`src/rtl/sdram_init_seq.sv`:
```
`timescale 1ns/1ps
// sdram_init_seq: drives the SDRAM power-up command sequence (CKE/NOP wait,
// PRECHARGE-ALL, AUTO-REFRESH burst, LOAD MODE REGISTER). It owns the command
// bus until init_done and can be re-run from DONE via init_req.
//
// state        | meaning
// -------------+----------------------------------------------------------
// ST_RST_NOP   | power-up stabilisation, NOP with CKE high
// ST_PRE       | PRECHARGE-ALL on the bus this cycle
// ST_WAIT_TRP  | NOPs covering tRP
// ST_AREF      | AUTO-REFRESH on the bus this cycle
// ST_WAIT_TRFC | NOPs covering tRFC
// ST_LMR       | LOAD MODE REGISTER on the bus this cycle
// ST_WAIT_TMRD | NOPs covering tMRD
// ST_DONE      | DESELECT, bus released, waiting for a re-init request
//
// The state register names the command currently on the output pins; the wait
// counter hits 0 on the last NOP of each wait, and the following edge issues
// the next command.
module sdram_init_seq #(
    parameter int INIT_NOP_CYC = 500,
    parameter int TRP_CYC      = 3,
    parameter int TRFC_CYC     = 7,
    parameter int TMRD_CYC     = 2,
    parameter int REF_CNT      = 2,
    parameter int SDR_ADDR_W   = 13,
    parameter int SDR_BA_W     = 2
) (
    input  logic                  sdram_clk,
    input  logic                  sdram_resetn,
    input  logic [SDR_ADDR_W-1:0] cfg_sdr_mode_reg,
    input  logic                  init_req,
    output logic                  sdr_cke,
    output logic                  sdr_cs_n,
    output logic                  sdr_ras_n,
    output logic                  sdr_cas_n,
    output logic                  sdr_we_n,
    output logic [SDR_ADDR_W-1:0] sdr_addr,
    output logic [SDR_BA_W-1:0]   sdr_ba,
    output logic                  init_busy,
    output logic                  init_done
);

    localparam int MAX_A    = (INIT_NOP_CYC > TRP_CYC) ? INIT_NOP_CYC : TRP_CYC;
    localparam int MAX_B    = (TRFC_CYC > TMRD_CYC) ? TRFC_CYC : TMRD_CYC;
    localparam int MAX_WAIT = (MAX_A > MAX_B) ? MAX_A : MAX_B;
    localparam int CNT_W    = $clog2(MAX_WAIT + 1);

    localparam logic [3:0] CMD_NOP  = 4'b0111;
    localparam logic [3:0] CMD_PRE  = 4'b0010;
    localparam logic [3:0] CMD_AREF = 4'b0001;
    localparam logic [3:0] CMD_LMR  = 4'b0000;
    localparam logic [3:0] CMD_DES  = 4'b1111;

    // PRECHARGE-ALL is selected by A10 alone
    localparam logic [SDR_ADDR_W-1:0] PRE_ALL_ADDR = SDR_ADDR_W'(1) << 10;

    typedef enum logic [2:0] {
        ST_RST_NOP,
        ST_PRE,
        ST_WAIT_TRP,
        ST_AREF,
        ST_WAIT_TRFC,
        ST_LMR,
        ST_WAIT_TMRD,
        ST_DONE
    } state_t;

    state_t           r_state;
    logic [CNT_W-1:0] r_cnt;
    logic [3:0]       r_ref;
    logic             r_req;

    // Sequencer: state, wait/refresh counters and all registered pin outputs
    always_ff @(posedge sdram_clk or negedge sdram_resetn) begin
        if (!sdram_resetn) begin
            r_state   <= ST_RST_NOP;
            r_cnt     <= CNT_W'(INIT_NOP_CYC);
            r_ref     <= '0;
            r_req     <= 1'b0;
            sdr_cke   <= 1'b0;
            {sdr_cs_n, sdr_ras_n, sdr_cas_n, sdr_we_n} <= CMD_DES;
            sdr_addr  <= '0;
            sdr_ba    <= '0;
            init_busy <= 1'b0;
            init_done <= 1'b0;
        end else begin
            // CKE never drops once raised; every cycle outside DONE is busy
            sdr_cke   <= 1'b1;
            init_busy <= 1'b1;
            init_done <= 1'b0;
            sdr_addr  <= '0;
            sdr_ba    <= '0;
            {sdr_cs_n, sdr_ras_n, sdr_cas_n, sdr_we_n} <= CMD_NOP;

            case (r_state)
                ST_RST_NOP: begin
                    if (r_cnt == '0) begin
                        {sdr_cs_n, sdr_ras_n, sdr_cas_n, sdr_we_n} <= CMD_PRE;
                        sdr_addr <= PRE_ALL_ADDR;
                        r_ref    <= '0;
                        r_state  <= ST_PRE;
                    end else begin
                        r_cnt <= r_cnt - 1'b1;
                    end
                end
                ST_PRE: begin
                    r_cnt   <= CNT_W'(TRP_CYC - 1);
                    r_state <= ST_WAIT_TRP;
                end
                ST_WAIT_TRP: begin
                    if (r_cnt == '0) begin
                        {sdr_cs_n, sdr_ras_n, sdr_cas_n, sdr_we_n} <= CMD_AREF;
                        r_ref   <= r_ref + 4'd1;
                        r_state <= ST_AREF;
                    end else begin
                        r_cnt <= r_cnt - 1'b1;
                    end
                end
                ST_AREF: begin
                    r_cnt   <= CNT_W'(TRFC_CYC - 1);
                    r_state <= ST_WAIT_TRFC;
                end
                ST_WAIT_TRFC: begin
                    if (r_cnt != '0) begin
                        r_cnt <= r_cnt - 1'b1;
                    end else if (r_ref < 4'(REF_CNT)) begin
                        {sdr_cs_n, sdr_ras_n, sdr_cas_n, sdr_we_n} <= CMD_AREF;
                        r_ref   <= r_ref + 4'd1;
                        r_state <= ST_AREF;
                    end else begin
                        {sdr_cs_n, sdr_ras_n, sdr_cas_n, sdr_we_n} <= CMD_LMR;
                        sdr_addr <= cfg_sdr_mode_reg;
                        r_state  <= ST_LMR;
                    end
                end
                ST_LMR: begin
                    r_cnt   <= CNT_W'(TMRD_CYC - 1);
                    r_state <= ST_WAIT_TMRD;
                end
                ST_WAIT_TMRD: begin
                    if (r_cnt == '0) begin
                        {sdr_cs_n, sdr_ras_n, sdr_cas_n, sdr_we_n} <= CMD_DES;
                        init_busy <= 1'b0;
                        init_done <= 1'b1;
                        r_req     <= 1'b0;
                        r_state   <= ST_DONE;
                    end else begin
                        r_cnt <= r_cnt - 1'b1;
                    end
                end
                ST_DONE: begin
                    // a request seen here launches PRECHARGE on the following edge
                    if (r_req) begin
                        {sdr_cs_n, sdr_ras_n, sdr_cas_n, sdr_we_n} <= CMD_PRE;
                        sdr_addr <= PRE_ALL_ADDR;
                        r_ref    <= '0;
                        r_req    <= 1'b0;
                        r_state  <= ST_PRE;
                    end else begin
                        {sdr_cs_n, sdr_ras_n, sdr_cas_n, sdr_we_n} <= CMD_DES;
                        init_busy <= 1'b0;
                        init_done <= 1'b1;
                        r_req     <= init_req;
                    end
                end
                default: begin
                    r_state <= ST_RST_NOP;
                    r_cnt   <= CNT_W'(INIT_NOP_CYC);
                end
            endcase
        end
    end

endmodule

```
`config.mk`:
```
export PLATFORM = sky130hd
export DESIGN_NAME = sdram_init_seq
export DESIGN_NICKNAME = d
export VERILOG_FILES = /design/src/rtl/sdram_init_seq.sv
export SDC_FILE = /design/constraint.sdc
export NUM_CORES = 1
export LEC_CHECK = 0
export CAP_MARGIN = 15
export CORE_MARGIN = 2
export CORE_UTILIZATION = 45
export CTS_CLUSTER_DIAMETER = 120
export DETAILED_ROUTE_END_ITERATION = 16
export DONT_BUFFER_PORTS = 1
export GPL_TIMING_DRIVEN = 0
export MAX_ROUTING_LAYER = met4
export SYNTH_ARGS = -nofsm -noshare
export SYNTH_HDL_FRONTEND = slang
export SYNTH_SLANG_ARGS = --single-unit
```
`constraint.sdc`:
```
create_clock -name sdram_clk -period 2.1 [get_ports sdram_clk]
set_input_delay 0.42 -clock sdram_clk [delete_from_list [all_inputs] [get_ports sdram_clk]]
set_output_delay 0.42 -clock sdram_clk [all_outputs]
set_load 0.1 [all_outputs]
```
==> metrics.cfg <==
[run_status]
outcome=complete, no violations

[placed_design]
placed_cells=207
dp_hpwl_um=2260
port_buffers=0
gp_congestion=0.908
pre_cts_slack_ns=-0.0692

[floorplan]
dieArea_sq_mm=0.00425
die_w_um=65.2
io_pins=38
initial_utilization_pct=46.3
rows=22
core_area_sq_mm=0.00363
die-height_um=65.2

[sta]
setup_viol_count_final=0
setup_ws_ns=0.0705
max_freq_mhz=493
tightestPinTransition_ns=0.879
holdWs_ns=0.226
setup_tns_ns=0
slew_viol_final=0
fin_skew_ns=0.00978
finalCritPeriodShare_pct=96.6
slew_headroom_pct=41.5
hold_violations=0
fin_crit_ns=2.03

[synth]
synthCells=158
yosys.area_share.adder_pct=2.23
yosysWarnings=0
muxShareOfSynthArea_pct=1.78
syn_avg_cell_area_sq_um=10.7
synth_xor_area_share_pct=2.60
synth_area_leaders=dfrtp_1 (40%), dfstp_2 (16%), and2_1 (4.5%), nand2_1 (2.9%), a21oi_1 (2.4%)
syn_area_sq_mm=0.00168
async_reset_ff_share_pct=100
synth-main-ff-cell=dfrtp_1
synth_top_area_share_pct=40.1
synth_largest_area_cell=dfrtp_1
synth.ff_latch_count=37
synth_cell_types=44
synth_top_family_by_area=simple AND/OR/NAND/NOR gates
yosys.area_share.simple_pct=20.5
synth_enable_flop_cells=0
synth_compound_gate_area_share_pct=12.2
yosysSeqAreaShare_pct=55.7

[worst_setup_path]
worstReg2RegStart=r_cnt[0]
crit_path_max_fanout=7
cp.arrival_ns=2.26
ff2ff_path_depth=8
cp-endpoint=sdr_addr[9]
cp.required_ns=2.33
crit_start=r_cnt[0]
reg2reg_to=sdr_addr[9]
critPathLaunchType=register
rrSetupSlack_ns=0.07
endpoint_kind=register
worst-setup-path-type=reg -> reg

[layout]
nNetsFinal=192
area_growth_pct=17.6
drive_gt1_share_pct=23.6
final_cells=222
n_antenna_cell=0
n_fill_cell=338

[routing]
viasPerCell=5.56
wl_per_cell_um=15.3
drc=0
first_pass_iters=4
drt_iter0_markers=93
antenna_left=0
vias=1234
wirelength_um=3390

[clock_tree]
cts_buffers=5
clock_latency_ns=0.29
h-tree-depth=2
numClockSinks=37
cts_tree=yes
clk_pin_slew_ns=0.08
root_buffer=clkbuf_8
cts_buffer_depth=2

[global_route]
grt_overflow=0
grt_max_degree=38
grt_pass1_vias=1166
grt_pass1_wl_um=5460
grt_use_total_pct=17.2
antenna_found_initial=0

[run]
drv_cap=0

[worst_hold_path]
hp-start=init_req
min_path_type=in -> reg

[pwr]
power_per_cell_area_mw_per_mm2=1540
power.leakage_uw=0.000870
vdd_drop_max_mv=0.609
power_uw=3060

[power by group]
part	leakage, uW	switching (uW)	internal, uW	total (uW)
Combinational	0.000353	609	401	1010
Clock	0.0000574	260	386	646
Sequential	0.000460	471	931	1400
[cells in the final DEF (no fill, tap or decap), types with 3 or more instances in the layout]
cell type,n
nand3_1,3
and2_1,12
o21ai_0,4
clkbuf_8,6
clkbuf_1,3
nor4_1,3
buf_4,6
a31oi_1,3
xor2_1,3
conb_1,3
dfstp_2,10
nor3_1,5
nor2_1,8
inv_1,8
a21oi_1,8
buf_6,3
nand2_1,13
dfrtp_1,27
mux2i_1,3
[worst max-delay path: stages, from the launching register on]
cell and delay, ns:
dfrtp_1 0.42, inv_2 0.09, ha_2 0.17, or4b_4 0.46
buf_6 0.15, nor3_4 0.13, and4bb_2 0.30, buf_6 0.12
and2_1 0.12
[layout make-up]
class                   count  area [sq um]  area share [%]
plain buffers               7          48.8            2.46
clock buffers               6          82.6            4.17
clock inverters             2          37.5            1.90
inverters                  10          37.5            1.90
multi-input cells         105           704            35.6
flip-flops and latches     37           938            47.4
well taps                  48          60.1            3.03
repair buffers              7          71.3            3.60
[cells in the mapped netlist, drive strengths merged, types with 3 or more instances]
| master | instances |
|---|---|
| dfrtp | 27 |
| nand2 | 13 |
| and2 | 12 |
| dfstp | 10 |
| inv | 9 |
| nor2 | 9 |
| a21oi | 8 |
| nor3 | 7 |
| o21ai | 5 |
| buf | 4 |
| a31oi | 3 |
| clkbuf | 3 |
| ha | 3 |
| mux2i | 3 |
| nand3 | 3 |
| nor4 | 3 |
| xor2 | 3 |
[metal layers]
metal,track usage [%],routed length [um],vias up
met2,25.8,1610,26
li1,-,-,584
met3,5.14,113,6
met5,-,0,-
met4,6.25,51,0
met1,22.4,1610,618
[how the worst min path moves through the flow]
stage                 to  slack (ns)  depth (start not counted)
5_1_grt            r_req        0.24                          2
2_1_floorplan  init_busy        0.12                          0
3_5_place_dp    r_cnt[3]        0.13                          0
3_3_place_gp    r_cnt[3]        0.13                          0
6_report           r_req        0.23                          2
4_1_cts            r_req        0.23                          2
[flip-flops by register name (all words and copies together), names as in the netlist]
register   count
init_busy      1
init_done      1
r_cnt          9
r_ref          4
r_req          1
r_state        3
sdr_addr      13
sdr_cas_n      1
sdr_cke        1
sdr_cs_n       1
sdr_ras_n      1
sdr_we_n       1
[per-stage QoR]
stage	util (%)	instance area, sq um
5_1_grt	54.5	1980
6_report	54.5	1980
3_5_place_dp	48.1	1750
3_3_place_gp	48.1	1750
4_1_cts	52.8	1920
2_1_floorplan	-	1690
[logic make-up after synthesis]
| logic type | Yosys count |
|---|---|
| AND/OR/NAND/NOR | 60 |
| flip-flops | 37 |
| AO/OA/AOI/OAI | 31 |
| buffers and inverters | 17 |
| XOR/XNOR | 5 |
| adder cells (fa/ha/maj) | 3 |
| multiplexers | 3 |
| other | 2 |
[repair_timing]
action | 4_1_cts | 5_1_grt
endpoints found under the hold margin | 37 | 0
hold buffers | 2 | 0
setup endpoints to repair | 14 | 20
pin swaps | 1 | 1
gates resized for setup | 1 | 15
cloned | 0 | 1
buffers inserted | 2 | 2
No activity file was read; power rests on OpenSTA's default activity.
